### src/rtl/dlatn_char_driver.sv
// -----------------------------------------------------------------------------
// dlatn_char_driver
//
// Stimulus driver and checker for negative-level latch cells (gp12t3v3).
// Generates the latch clock (LCLK, low = transparent) and latch data (LD).
// LD moves to the expected value SETUP cycles before LCLK rises. It is then
// perturbed HOLD cycles after the rise, which must not disturb the captured
// value. LQ is sampled at the end of every high phase, and the passing and
// failing latch cycles are counted.
//
// Ports
//   CLK       system clock, rising edge
//   RN        asynchronous active-low reset (aborts any run)
//   START     one-cycle run request, honoured only in IDLE
//   HALF      latch-clock half period in CLK cycles (values below 2 act as 2)
//   SETUP     CLK cycles LD is stable before the LCLK rise
//   HOLD      CLK cycles after the LCLK rise at which LD is perturbed
//   NCYC      number of latch cycles per run
//   LQ        Q output of the latch under test
//   LCLK      latch clock
//   LD        latch data
//   BUSY      run in progress
//   DONE      one-cycle pulse at the end of a run
//   PASS_CNT  passing latch cycles (saturating)
//   FAIL_CNT  failing latch cycles (saturating)
// -----------------------------------------------------------------------------
module dlatn_char_driver #(
  parameter int CNT_W = 8,
  parameter int PH_W  = 4
) (
  input  logic             CLK,
  input  logic             RN,
  input  logic             START,
  input  logic [PH_W-1:0]  HALF,
  input  logic [PH_W-1:0]  SETUP,
  input  logic [PH_W-1:0]  HOLD,
  input  logic [CNT_W-1:0] NCYC,
  input  logic             LQ,
  output logic             LCLK,
  output logic             LD,
  output logic             BUSY,
  output logic             DONE,
  output logic [CNT_W-1:0] PASS_CNT,
  output logic [CNT_W-1:0] FAIL_CNT
);

  typedef enum logic [1:0] {
    S_IDLE,
    S_LOW,
    S_HIGH,
    S_FINISH
  } state_e;

  localparam logic [CNT_W-1:0] CNT_MAX = {CNT_W{1'b1}};

  state_e           state_q;
  logic [PH_W-1:0]  c_q;          // phase counter within LOW / HIGH
  logic [PH_W-1:0]  hm1_q;        // H-1, last phase index
  logic [PH_W-1:0]  ld_pos_q;     // LOW phase at which LD takes exp
  logic [PH_W-1:0]  pert_pos_q;   // HIGH phase at which LD is perturbed
  logic [CNT_W-1:0] ncyc_q;
  logic [CNT_W-1:0] cyc_q;        // completed latch cycles
  logic [CNT_W-1:0] pass_q;
  logic [CNT_W-1:0] fail_q;
  logic             exp_q;        // value the latch must capture this cycle
  logic             lclk_q;
  logic             ld_q;
  logic             busy_q;
  logic             done_q;

  // Run parameters derived from the inputs; registered only when a run starts.
  logic [PH_W-1:0]  hm1_d;
  logic [PH_W-1:0]  setup_c;
  logic [PH_W-1:0]  ld_pos_d;
  logic [PH_W-1:0]  pert_pos_d;
  logic [PH_W-1:0]  c_inc;
  logic [CNT_W-1:0] cyc_inc;

  // NOTE: every always_comb output is assigned on every path (no else-less
  // ifs), so no latches are inferred.
  always_comb begin
    hm1_d      = (HALF < PH_W'(2)) ? PH_W'(1) : HALF - PH_W'(1);
    setup_c    = (SETUP < hm1_d) ? SETUP : hm1_d;
    ld_pos_d   = hm1_d - setup_c;
    pert_pos_d = (HOLD < hm1_d) ? HOLD : hm1_d;
    c_inc      = c_q + PH_W'(1);
    cyc_inc    = cyc_q + CNT_W'(1);
  end

  // Outputs are registered from the state being entered, so LCLK/LD changes
  // are visible during the phase cycle they belong to.
  // NOTE: sequential state uses non-blocking assignments only, so every flop
  // samples pre-edge values regardless of statement order.
  always_ff @(posedge CLK or negedge RN) begin
    if (!RN) begin
      state_q    <= S_IDLE;
      c_q        <= '0;
      hm1_q      <= PH_W'(1);
      ld_pos_q   <= '0;
      pert_pos_q <= '0;
      ncyc_q     <= '0;
      cyc_q      <= '0;
      pass_q     <= '0;
      fail_q     <= '0;
      exp_q      <= 1'b0;
      lclk_q     <= 1'b1;
      ld_q       <= 1'b0;
      busy_q     <= 1'b0;
      done_q     <= 1'b0;
    end else begin
      done_q <= 1'b0;
      unique case (state_q)
        S_IDLE: begin
          if (START) begin
            pass_q     <= '0;
            fail_q     <= '0;
            hm1_q      <= hm1_d;
            ld_pos_q   <= ld_pos_d;
            pert_pos_q <= pert_pos_d;
            ncyc_q     <= NCYC;
            cyc_q      <= '0;
            c_q        <= '0;
            if (NCYC == '0) begin
              state_q <= S_FINISH;
              done_q  <= 1'b1;
            end else begin
              state_q <= S_LOW;
              busy_q  <= 1'b1;
              lclk_q  <= 1'b0;
              exp_q   <= ~ld_q;
              // Setup clamped to H-1: data moves in the very first LOW cycle.
              if (ld_pos_d == '0) ld_q <= ~ld_q;
            end
          end
        end

        S_LOW: begin
          if (c_q == hm1_q) begin
            state_q <= S_HIGH;
            c_q     <= '0;
            lclk_q  <= 1'b1;
            // Zero hold: perturbation coincides with the LCLK rise.
            if (pert_pos_q == '0) ld_q <= ~exp_q;
          end else begin
            c_q <= c_inc;
            if (c_inc == ld_pos_q) ld_q <= exp_q;
          end
        end

        S_HIGH: begin
          if (c_q == hm1_q) begin
            if (LQ == exp_q) begin
              if (pass_q != CNT_MAX) pass_q <= pass_q + CNT_W'(1);
            end else begin
              if (fail_q != CNT_MAX) fail_q <= fail_q + CNT_W'(1);
            end
            cyc_q <= cyc_inc;
            c_q   <= '0;
            if (cyc_inc == ncyc_q) begin
              state_q <= S_FINISH;
              busy_q  <= 1'b0;
              done_q  <= 1'b1;
            end else begin
              state_q <= S_LOW;
              lclk_q  <= 1'b0;
              exp_q   <= ~exp_q;
              if (ld_pos_q == '0) ld_q <= ~exp_q;
            end
          end else begin
            c_q <= c_inc;
            if (c_inc == pert_pos_q) ld_q <= ~exp_q;
          end
        end

        S_FINISH: begin
          state_q <= S_IDLE;
        end

        default: begin
          state_q <= S_IDLE;
        end
      endcase
    end
  end

  assign LCLK     = lclk_q;
  assign LD       = ld_q;
  assign BUSY     = busy_q;
  assign DONE     = done_q;
  assign PASS_CNT = pass_q;
  assign FAIL_CNT = fail_q;

endmodule

### config.mk
export PLATFORM = sky130hd
export DESIGN_NAME = dlatn_char_driver
export DESIGN_NICKNAME = d
export VERILOG_FILES = /design/src/rtl/dlatn_char_driver.sv
export SDC_FILE = /design/constraint.sdc
export NUM_CORES = 1
export LEC_CHECK = 0
export BUFFER_PORTS_ARGS = -buffer_cell sky130_fd_sc_hd__buf_4
export CORE_UTILIZATION = 53
export DETAILED_ROUTE_END_ITERATION = 8
export PLACE_DENSITY = 0.79
export SETUP_SLACK_MARGIN = 0.02
export SYNTH_ARGS = -nofsm -noshare
export SYNTH_HDL_FRONTEND = slang
export SYNTH_SLANG_ARGS = --single-unit
### constraint.sdc
create_clock -name CLK -period 2.5 [get_ports CLK]
set_clock_uncertainty 0.15 [all_clocks]
set_input_delay 0.125 -clock CLK [delete_from_list [all_inputs] [get_ports CLK]]
set_output_delay 0.125 -clock CLK [all_outputs]
set_load 0.01 [all_outputs]
==> results, run 1 <==
- The run finished, with violations left.
- The final reports fail on negative setup slack.
- The count of maximum capacitance violations is 0.
- By area the synthesized netlist is led by sky130_fd_sc_hd__dfrtp_1 38%, sky130_fd_sc_hd__ha_1 6.7%, sky130_fd_sc_hd__mux2_2 5.1%.
- The final count of hold timing violations is 0.
- The TritonCTS clock tree is yes.
- Cells with a size suffix above 1 make up 34.9% of the layout.
- After floorplanning, the core was divided into 29 placement rows.
- The H-tree depth is 2.
- The post-synthesis instance total is 361.
- The global-route usage over all layers is 27.1%.
- After detailed routing, the number of remaining DRC violations is 0.
- The clock buffer count from CTS is 5.
- Compared with the post-synthesis result, the final layout area differs by 35.9%.
- Yosys printed 0 warnings.
- The required time of the critical path is 2560 ps.
- The maximum buffer depth of the clock tree is 2.
- The chip width is 83.6 um.
- Global routing finished with a remaining overflow of 0.
- The most frequent cell on the critical path is sky130_fd_sc_hd__ha_4.
- The slowest stage of the critical path belongs to the cell sky130_fd_sc_hd__fa_2.
- The synthesized design contains 0 enable-type register cells.
- The total power density per cell area is 934 mW/mm2.
- The total wirelength of the detailed-routed design is 9190 um.
- At the pin with the least slew margin, the transition time is 702 ps.
- The post-route fraction of the period consumed by the critical path is 138%.
- The footprint of the flip-flops and latches is 0.00138 mm2.
- For this design, the sink count on the clock tree is 55.
- The number of global-route vias before repair came to 3298.
- During placement, the flow inserted port buffers numbering 43.
- The critical path start-end classification is in2reg.
- For the worst-skew pair, the clock arrives at the later sink with an insertion delay of 320 ps.
- The total of fill cells in the finished design is 425.
- The mean instance size in the synthesized netlist is 9.78 um2.
- The largest net degree at the start of global routing is 56.
- The global routing usage on met2 is 47.0%.
- Walking the worst path, the cells encountered are buf_8 -> inv_4 -> ha_4 -> nor2_4 -> inv_2 -> ha_4 -> o21a_1 -> o21a_1 -> o21ai_2 -> nand2b_1 -> mux2_4 -> ha_4 -> fa_2 -> nand4b_1 -> buf_4 -> o31a_1 -> o32ai_2 -> mux2_4.
- At the placement stage, the worst setup path has a slack of -1320 ps.
- In this run the worst path has a maximum fanout of 4.
- The wire-length estimate of the detail-placed layout is 6240 um.
- The fraction of post-synthesis cell area in the top cell type by area is 37.6%.
- Summing all multi-input logic gate instances after layout gives 0.00226 mm2.
- In this run the tightest slew margin relative to its limit is 53.2%.
- 0 antenna diodes ended up in the layout.
- Setup total negative slack on the finished layout was measured at -1740 ps.
- sky130_fd_sc_hd__dfrtp_1 is the most common cell in the netlist.
- The detail-routed via count per cell is 5.97.
- The number of distinct standard cells referenced by the synthesized netlist is 55.
- After detailed routing, the average wire length per cell comes to 17.2 um.
- Setup repair after global routing could not meet its margin everywhere.
- For this design the static power due to leakage is 2.15 nW.
- By count the netlist is led by 53 x sky130_fd_sc_hd__dfrtp_1, 36 x sky130_fd_sc_hd__nand2_1, 34 x sky130_fd_sc_hd__o21ai_0, 20 x sky130_fd_sc_hd__xor2_1.
- The flip-flop and latch count after synthesis is 55.
- Among all flip-flop cells after synthesis, the most frequent one is sky130_fd_sc_hd__dfrtp_1.
- 44 I/O pins were placed.
- The worst min-delay path class is in2reg.
- The detailed router's first-iteration violation count is 293.
- The final setup violation count is 2.
- The worst setup path is launched from an input port.
- Counting I/O delays and the setup requirement, the final critical path takes 3460 ps.
- The wire length of the first global-routing pass is 15200 um.
- The type of element capturing the critical path is a flip-flop.
- The first detailed-routing pass ran for 5 iterations.
- The initial antenna violation count is 0.
- IR analysis of the VDD net gives a maximum drop of 0.470 mV.
- The global routing met1 resource utilization is 33.3%.
- Counting every net in the synthesized netlist gives 405.
- The placer's final routability congestion estimate is 0.920.
- The count of non-filler cells in the finished layout is 535.
- Data arrives at the worst endpoint at 3520 ps.
- The cell type with the highest aggregate area in the netlist is sky130_fd_sc_hd__dfrtp_1.
- Among cell families on the critical path, the largest total delay comes from adder cells.
- The detailed router placed 3194 vias in this run.
- The net count of the finished layout is 501.
- In this design, the stage delay of the slowest critical-path cell is 540 ps.
- The floorplan die height is 83.6 um.
- For this configuration, the core starts out at a cell density of 55.3%.
- In the post-route analysis, the smallest setup slack over all paths is -961 ps.
- For this run, asynchronously set or reset flops after synthesis account for 100%.
- The global routing usage on met3 is 4.45%.
- The core region is 0.00639 mm2.
- Summing the sequential cell areas from Yosys gives 39.1% of the chip area.
- The cell count after placement is 502.
- The number of buffer and inverter instances along the worst setup path is 4.
- Summing every instance area after synthesis gives 0.00353 mm2.
- After clock tree synthesis, the clock-pin slew on the worst setup and hold paths is 90 ps.
- The global routing stage identified its most utilized layer as met2.
- The root buffer cell chosen for the clock tree is sky130_fd_sc_hd__clkbuf_8.
- The floorplan step defined a die boundary enclosing 0.00699 mm2.
- The residual antenna-violating net count after detailed routing is 0.
- Static timing analysis puts the maximum clock frequency at 0.289 GHz.
- The number of slew-limit violations in the final report is 0.
-- per-stage QoR --
step | power (W) | hold WS [ps] | instance area, um2 | util, %
floorplan | 0.00293 | -321 | 3630 | -
global placement | 0.00353 | 63.0 | 4260 | 66.8
detailed placement | 0.00362 | 71.1 | 4260 | 66.8
CTS | 0.00436 | 6.90 | 4680 | 73.3
global route | 0.00476 | 29.0 | 4800 | 75.1
finish | 0.00448 | 17.0 | 4800 | 75.1
-- power breakdown --
| group | switching, W | leakage [nW] | internal (W) |
|---|---|---|---|
| registers | 0.000254 | 0.707 | 0.00116 |
| clock network | 0.000301 | 0.0612 | 0.000325 |
| logic | 0.00124 | 1.38 | 0.00120 |
| total | 0.00180 | 2.15 | 0.00268 |
-- area by class of cell --
| cell class | instances | share of cell area, % |
|---|---|---|
| Multi-Input combinational cell | 276 | 47.1 |
| Sequential cell | 55 | 28.8 |
| Timing Repair Buffer | 104 | 18.2 |
| Tap cell | 77 | 2.01 |
| Clock buffer | 6 | 1.72 |
| Inverter | 15 | 1.49 |
| Clock inverter | 2 | 0.730 |
-- sequential cells by signal, indices dropped and copies added (netlist names) --
signal      count
FAIL_CNT        8
PASS_CNT        8
cyc_q           8
ncyc_q          8
c_q             4
hm1_q           4
ld_pos_q        4
pert_pos_q      4
state_q         2
BUSY            1
DONE            1
LCLK            1
LD              1
exp_q           1
-- layout by cell type, fill, tap and decap left out, types with 4 or more instances in the layout --
cell and instances:
sky130_fd_sc_hd__xnor2_1 17, sky130_fd_sc_hd__xor2_1 19, sky130_fd_sc_hd__nand2b_1 5, sky130_fd_sc_hd__nor2_1 18
sky130_fd_sc_hd__nand4_1 7, sky130_fd_sc_hd__mux2i_1 8, sky130_fd_sc_hd__ha_4 7, sky130_fd_sc_hd__o21a_1 4
sky130_fd_sc_hd__mux2_4 4, sky130_fd_sc_hd__o31ai_1 5, sky130_fd_sc_hd__o21ai_0 25, sky130_fd_sc_hd__o21ai_1 8
sky130_fd_sc_hd__inv_1 12, sky130_fd_sc_hd__nor3_1 5, sky130_fd_sc_hd__dfrtp_1 51, sky130_fd_sc_hd__buf_4 81
sky130_fd_sc_hd__clkbuf_8 6, sky130_fd_sc_hd__mux2_2 12, sky130_fd_sc_hd__dlygate4sd3_1 12, sky130_fd_sc_hd__ha_1 12
sky130_fd_sc_hd__a22o_1 7, sky130_fd_sc_hd__nand2_1 35, sky130_fd_sc_hd__a21oi_1 8, sky130_fd_sc_hd__buf_6 8
sky130_fd_sc_hd__nand3_1 5, sky130_fd_sc_hd__or2_2 4
-- worst reg2reg max path: stages, from the launching register on --
cell and delay (ps):
sky130_fd_sc_hd__dfrtp_1 430, sky130_fd_sc_hd__buf_6 130, sky130_fd_sc_hd__nand3_4 70, sky130_fd_sc_hd__or4_4 550, sky130_fd_sc_hd__o21a_1 150, sky130_fd_sc_hd__a2111oi_4 450, sky130_fd_sc_hd__o32ai_2 150, sky130_fd_sc_hd__mux2_4 310
-- logic make-up (layout without fill, tap and decap cells) --
kind of cell               count (synthesis)  in the layout  synth area share [%]
muxes                                     25             25                  7.65
DFF                                       55             55                  39.1
xor gates and xnor gates                  39             39                  10.1
buffers and inverters                     30            127                  3.54
adders and majority gates                 20             20                  7.30
AOI/OAI and AO/OA                         87             87                  16.8
and+or+nand+nor                          105            105                  15.6
-- worst paths after layout --
kind,from,cells past startpoint,slack [ps],end
setup / recovery,HALF[1],18,-960,LD
hold / removal,HOLD[1],3,20,pert_pos_q[1]
setup reg to reg,cyc_q[1],7,-10,LD
hold reg to reg,hm1_q[0],2,360,hm1_q[0]
max in group asynchronous,RN,2,1460,cyc_q[0]
min in group asynchronous,RN,2,230,FAIL_CNT[2]
-- timing repair --
action	4_1_cts	5_1_grt
resized for setup	24	24
cloned	0	0
endpoints found under the hold margin	64	0
pin swaps	7	17
setup endpoints to repair	5	11
setup buffers	12	5
hold buffers	12	0
-- metal layers --
layer / up-vias / part of all wire, %
met1: 1541 / 42
met3: 23 / 5.3
li1: 1490 / -
met2: 140 / 50
met5: - / 0
met4: 0 / 2.9
Power figures use the tool's default switching activity.
==> run 2: changes to the inputs <==
- ABC_AREA: unset -> 1
==> run 2 against run 1 <==
Effect of this change: the flow finishes with violations (design-rule violations, negative setup slack); final area fell by 7.1%; critical path type unchanged; first-iteration DRC count decreased by 37%; critical endpoint unchanged; core utilization shrank 6.2 points; largest power group unchanged; die area increased by 2.6%; clock-buffer cell count up 2; total power shrank 4.6%; clock power down 12%; non-clock buffer count shrank 33; via count grew 8.3%.
==> results, run 2 <==
- Counting flops and latches in the post-synthesis netlist gives 55.
- The worst min-delay path class is in2reg.
- The floorplan has 29 rows.
- The average wire per standard cell is 13.2 um.
- In the synthesized netlist the dominant register cell turns out to be sky130_fd_sc_hd__dfrtp_1.
- Detailed routing inserted a total of 3460 vias.
- Walking the worst path, the cells encountered are buf_6 -> inv_4 -> ha_4 -> or2_4 -> a21oi_4 -> inv_2 -> ha_4 -> o211ai_1 -> buf_4 -> buf_4 -> nand3_1 -> nand2_1 -> fa_2 -> nand2_2 -> nor2_2 -> nand2_1 -> nand2_1 -> nand2_2 -> nor2_4 -> nand2_1 -> nand2_1 -> nand2_1.
- The highest attainable clock frequency is 0.362 GHz.
- The final setup violation count is 1.
- The clock buffer count from CTS is 5.
- The critical path in this run is classified as in2reg.
- Global routing used 25.6% of the available tracks across all layers.
- The final count of hold timing violations is 0.
- The number of nets handed over by synthesis was 546.
- The floorplan die height is 84.7 um.
- The cell type with the highest aggregate area in the netlist is sky130_fd_sc_hd__dfrtp_1.
- The total power draw is 0.00428 W.
- A synthesized cell averages 7.22 um2.
- In this run the number of H-tree levels came out at 2.
- Leaving out fill and tap cells, the most frequent cell in the layout is sky130_fd_sc_hd__nand2_1.
- The TritonCTS clock tree is yes.
- The initial core utilization is 56.1%.
- The total power density per cell area is 960 mW/mm2.
- The maximum buffer depth of the clock tree is 2.
- The area growth from synthesis to layout is 23.0%.
- The flow ran to the end, but the final reports show violations.
- The initial antenna violation count was 0.
- The element type at the critical path start is an input port.
- The largest net degree at the start of global routing is 56.
- The largest individual stage delay along the critical path comes from the cell sky130_fd_sc_hd__fa_2.
- The top-level I/O count is 44.
- The first global-routing pass estimated 14700 um of wire.
- The count of buffers added on input and output ports is 43.
- The die covers 0.00717 mm2.
- The post-route fraction of the period consumed by the critical path is 111%.
- Data on the critical path arrives at its endpoint at 2830 ps.
- The total clock sinks is 55.
- The final design area excluding fillers is 0.00446 mm2.
- Prior to clock tree synthesis, the placed netlist has a worst setup slack of -510 ps.
- The detailed router's first-iteration violation count is 185.
- Summing every instance area after synthesis gives 0.00362 mm2.
- The most frequent cell on the critical path is sky130_fd_sc_hd__nand2_1.
- The cell area reported after detailed placement is 0.00415 mm2.
- The worst-skew pair later-pin latency is 310 ps.
- The number of global-route vias before repair came to 3373.
- The sequential-to-total area share from yosys stat is 38.1%.
- The checks that failed: design-rule violations, negative setup slack.
- After detailed routing, the number of remaining DRC violations is 5.
- After layout, the worst setup slack is -266 ps.
- The post-CTS clock slew at the launch and capture registers of the worst setup and hold paths is 90 ps.
- The count of non-filler cells in the finished layout is 651.
- Yosys instantiated no cell more often than sky130_fd_sc_hd__nand2_1.
- The placer's final routability congestion estimate is 0.867.
- The final net count is 617.
- 0 antenna diodes ended up in the layout.
- The placeable core region is 0.00646 mm2.
- The fraction of final layout cells with drive strength greater than 1 is 18.6%.
- The number of slew-limit violations in the final report is 0.
- The sum of overflow across all layers after global routing is 0.
- After detailed placement, the design holds a cell count of 627.
- In the synthesized netlist the async set-or-reset flop fraction comes to 100%.
- The type of element capturing the critical path is a flip-flop.
- The fraction of post-synthesis cell area in the top cell type by area is 36.6%.
- IR analysis of the VDD net gives a maximum drop of 0.434 mV.
- The reported leakage power is 2.31 nW.
- The detail-routed via count per cell is 5.31.
- The first detailed-routing pass took 9 iterations.
- The synthesized design contains 0 enable-type register cells.
- The maximum fanout along the worst path is 3.
- Yosys mapped the design onto 33 distinct sky130hd cell types.
- By area the synthesized netlist is led by sky130_fd_sc_hd__dfrtp_1 37%, sky130_fd_sc_hd__nand2_1 15%, sky130_fd_sc_hd__inv_1 7.3%.
- The root buffer selected by CTS is sky130_fd_sc_hd__clkbuf_8.
- The required time of the critical path is 2560 ps.
- Leaving out fill and tap cells, the most frequent cells in the layout are 143 x sky130_fd_sc_hd__nand2_1, 65 x sky130_fd_sc_hd__inv_1, 56 x sky130_fd_sc_hd__buf_4.
- Setup repair after global routing could not meet its margin everywhere.
- The largest single stage delay on the critical path is 560 ps.
- The residual antenna-violating net count after detailed routing is 0.
- The count of maximum capacitance violations is 0.
- The measured slew at the worst slew-check pin is 716 ps.
- In this run the tightest slew margin relative to its limit is 52.3%.
- By count the netlist is led by 146 x sky130_fd_sc_hd__nand2_1, 70 x sky130_fd_sc_hd__inv_1, 53 x sky130_fd_sc_hd__dfrtp_1, 48 x sky130_fd_sc_hd__nand3_1, 42 x sky130_fd_sc_hd__nor2_1.
- The warning count from the yosys run is 0.
- The post-synthesis instance total is 502.
- From left edge to right edge, the die measures 84.7 um.
- The total wirelength of the detailed-routed design is 8620 um.
- The minimum period implied by the final worst setup slack is 2770 ps.
- The wire-length estimate of the detail-placed layout is 6140 um.
## run 2: cell count changes after synthesis, moves of 9 or more
cell and change:
sky130_fd_sc_hd__nand2_1 +110, sky130_fd_sc_hd__xnor2_1 -16, sky130_fd_sc_hd__inv_1 +55, sky130_fd_sc_hd__nor2_1 +23, sky130_fd_sc_hd__mux2i_1 -9, sky130_fd_sc_hd__mux2_2 -16, sky130_fd_sc_hd__nand3_1 +43
## run 2: timing repair
action	CTS	global route
endpoints found under the setup margin	1	4
buffers inserted	1	2
endpoints found under the hold margin	65	0
pin swaps	1	8
resized for setup	1	13
hold buffers	13	0
## run 2: path summary, 6_finish.rpt
path	from	end	slack (ps)	cells after the start
worst min-delay path	HALF[0]	pert_pos_q[3]	140	5
max in group asynchronous	RN	ld_pos_q[2]	1480	2
min in group asynchronous	RN	FAIL_CNT[4]	250	2
worst max-delay path	HALF[0]	LD	-270	22
worst min register to register	LCLK	LCLK	340	2
worst max register to register	state_q[1]	PASS_CNT[2]	320	10
## run 2: worst max-delay path, delay by kind of cell
kind	cells	cell delay (ps)
AND/OR/NAND/NOR	12	990
adder cells (fa/ha/maj)	3	960
buffers and inverters	5	470
AO/OA/AOI/OAI	2	280
## run 2: kinds of logic after synthesis
logic type	Yosys count	synth area share (%)
AND/OR/NAND/NOR	259	31.0
flip-flops	55	38.1
AO/OA/AOI/OAI	72	10.9
buffers and inverters	80	8.91
adder cells (fa/ha/maj)	20	7.11
XOR/XNOR	16	4.07
## run 2: cell type report
class                   instances  area (um2)
well taps                      77        96.3
multi-input cells             367        2030
clock buffers                   8         100
fillers                       550        2000
repair buffers                 71         573
flip-flops and latches         55        1380
inverters                      73         279
## run 2: stage by stage
step,TNS (ps),utilization (%),hold slack (ps)
floorplan,-326,-,-321
global placement,-533,64.3,67.5
detailed placement,-757,64.3,70.7
global route,-509,69.0,165
finish,-266,69.0,139
CTS,-166,68.1,145
## run 2: report_power, final
group	internal, W	total, W	switching (W)
clock	0.000254	0.000547	0.000293
combinational	0.000838	0.00225	0.00142
sequential	0.00118	0.00148	0.000294
## run 2: layer usage
layer | routed length (um) | global-route usage, % | up-vias | share of wire [%]
met5 | 0 | 0 | - | 0
met4 | 158 | 9.55 | 0 | 1.8
met3 | 360 | 3.64 | 15 | 4.2
met2 | 4320 | 46.1 | 105 | 50
met1 | 3780 | 31.1 | 1594 | 44
li1 | - | - | 1746 | -
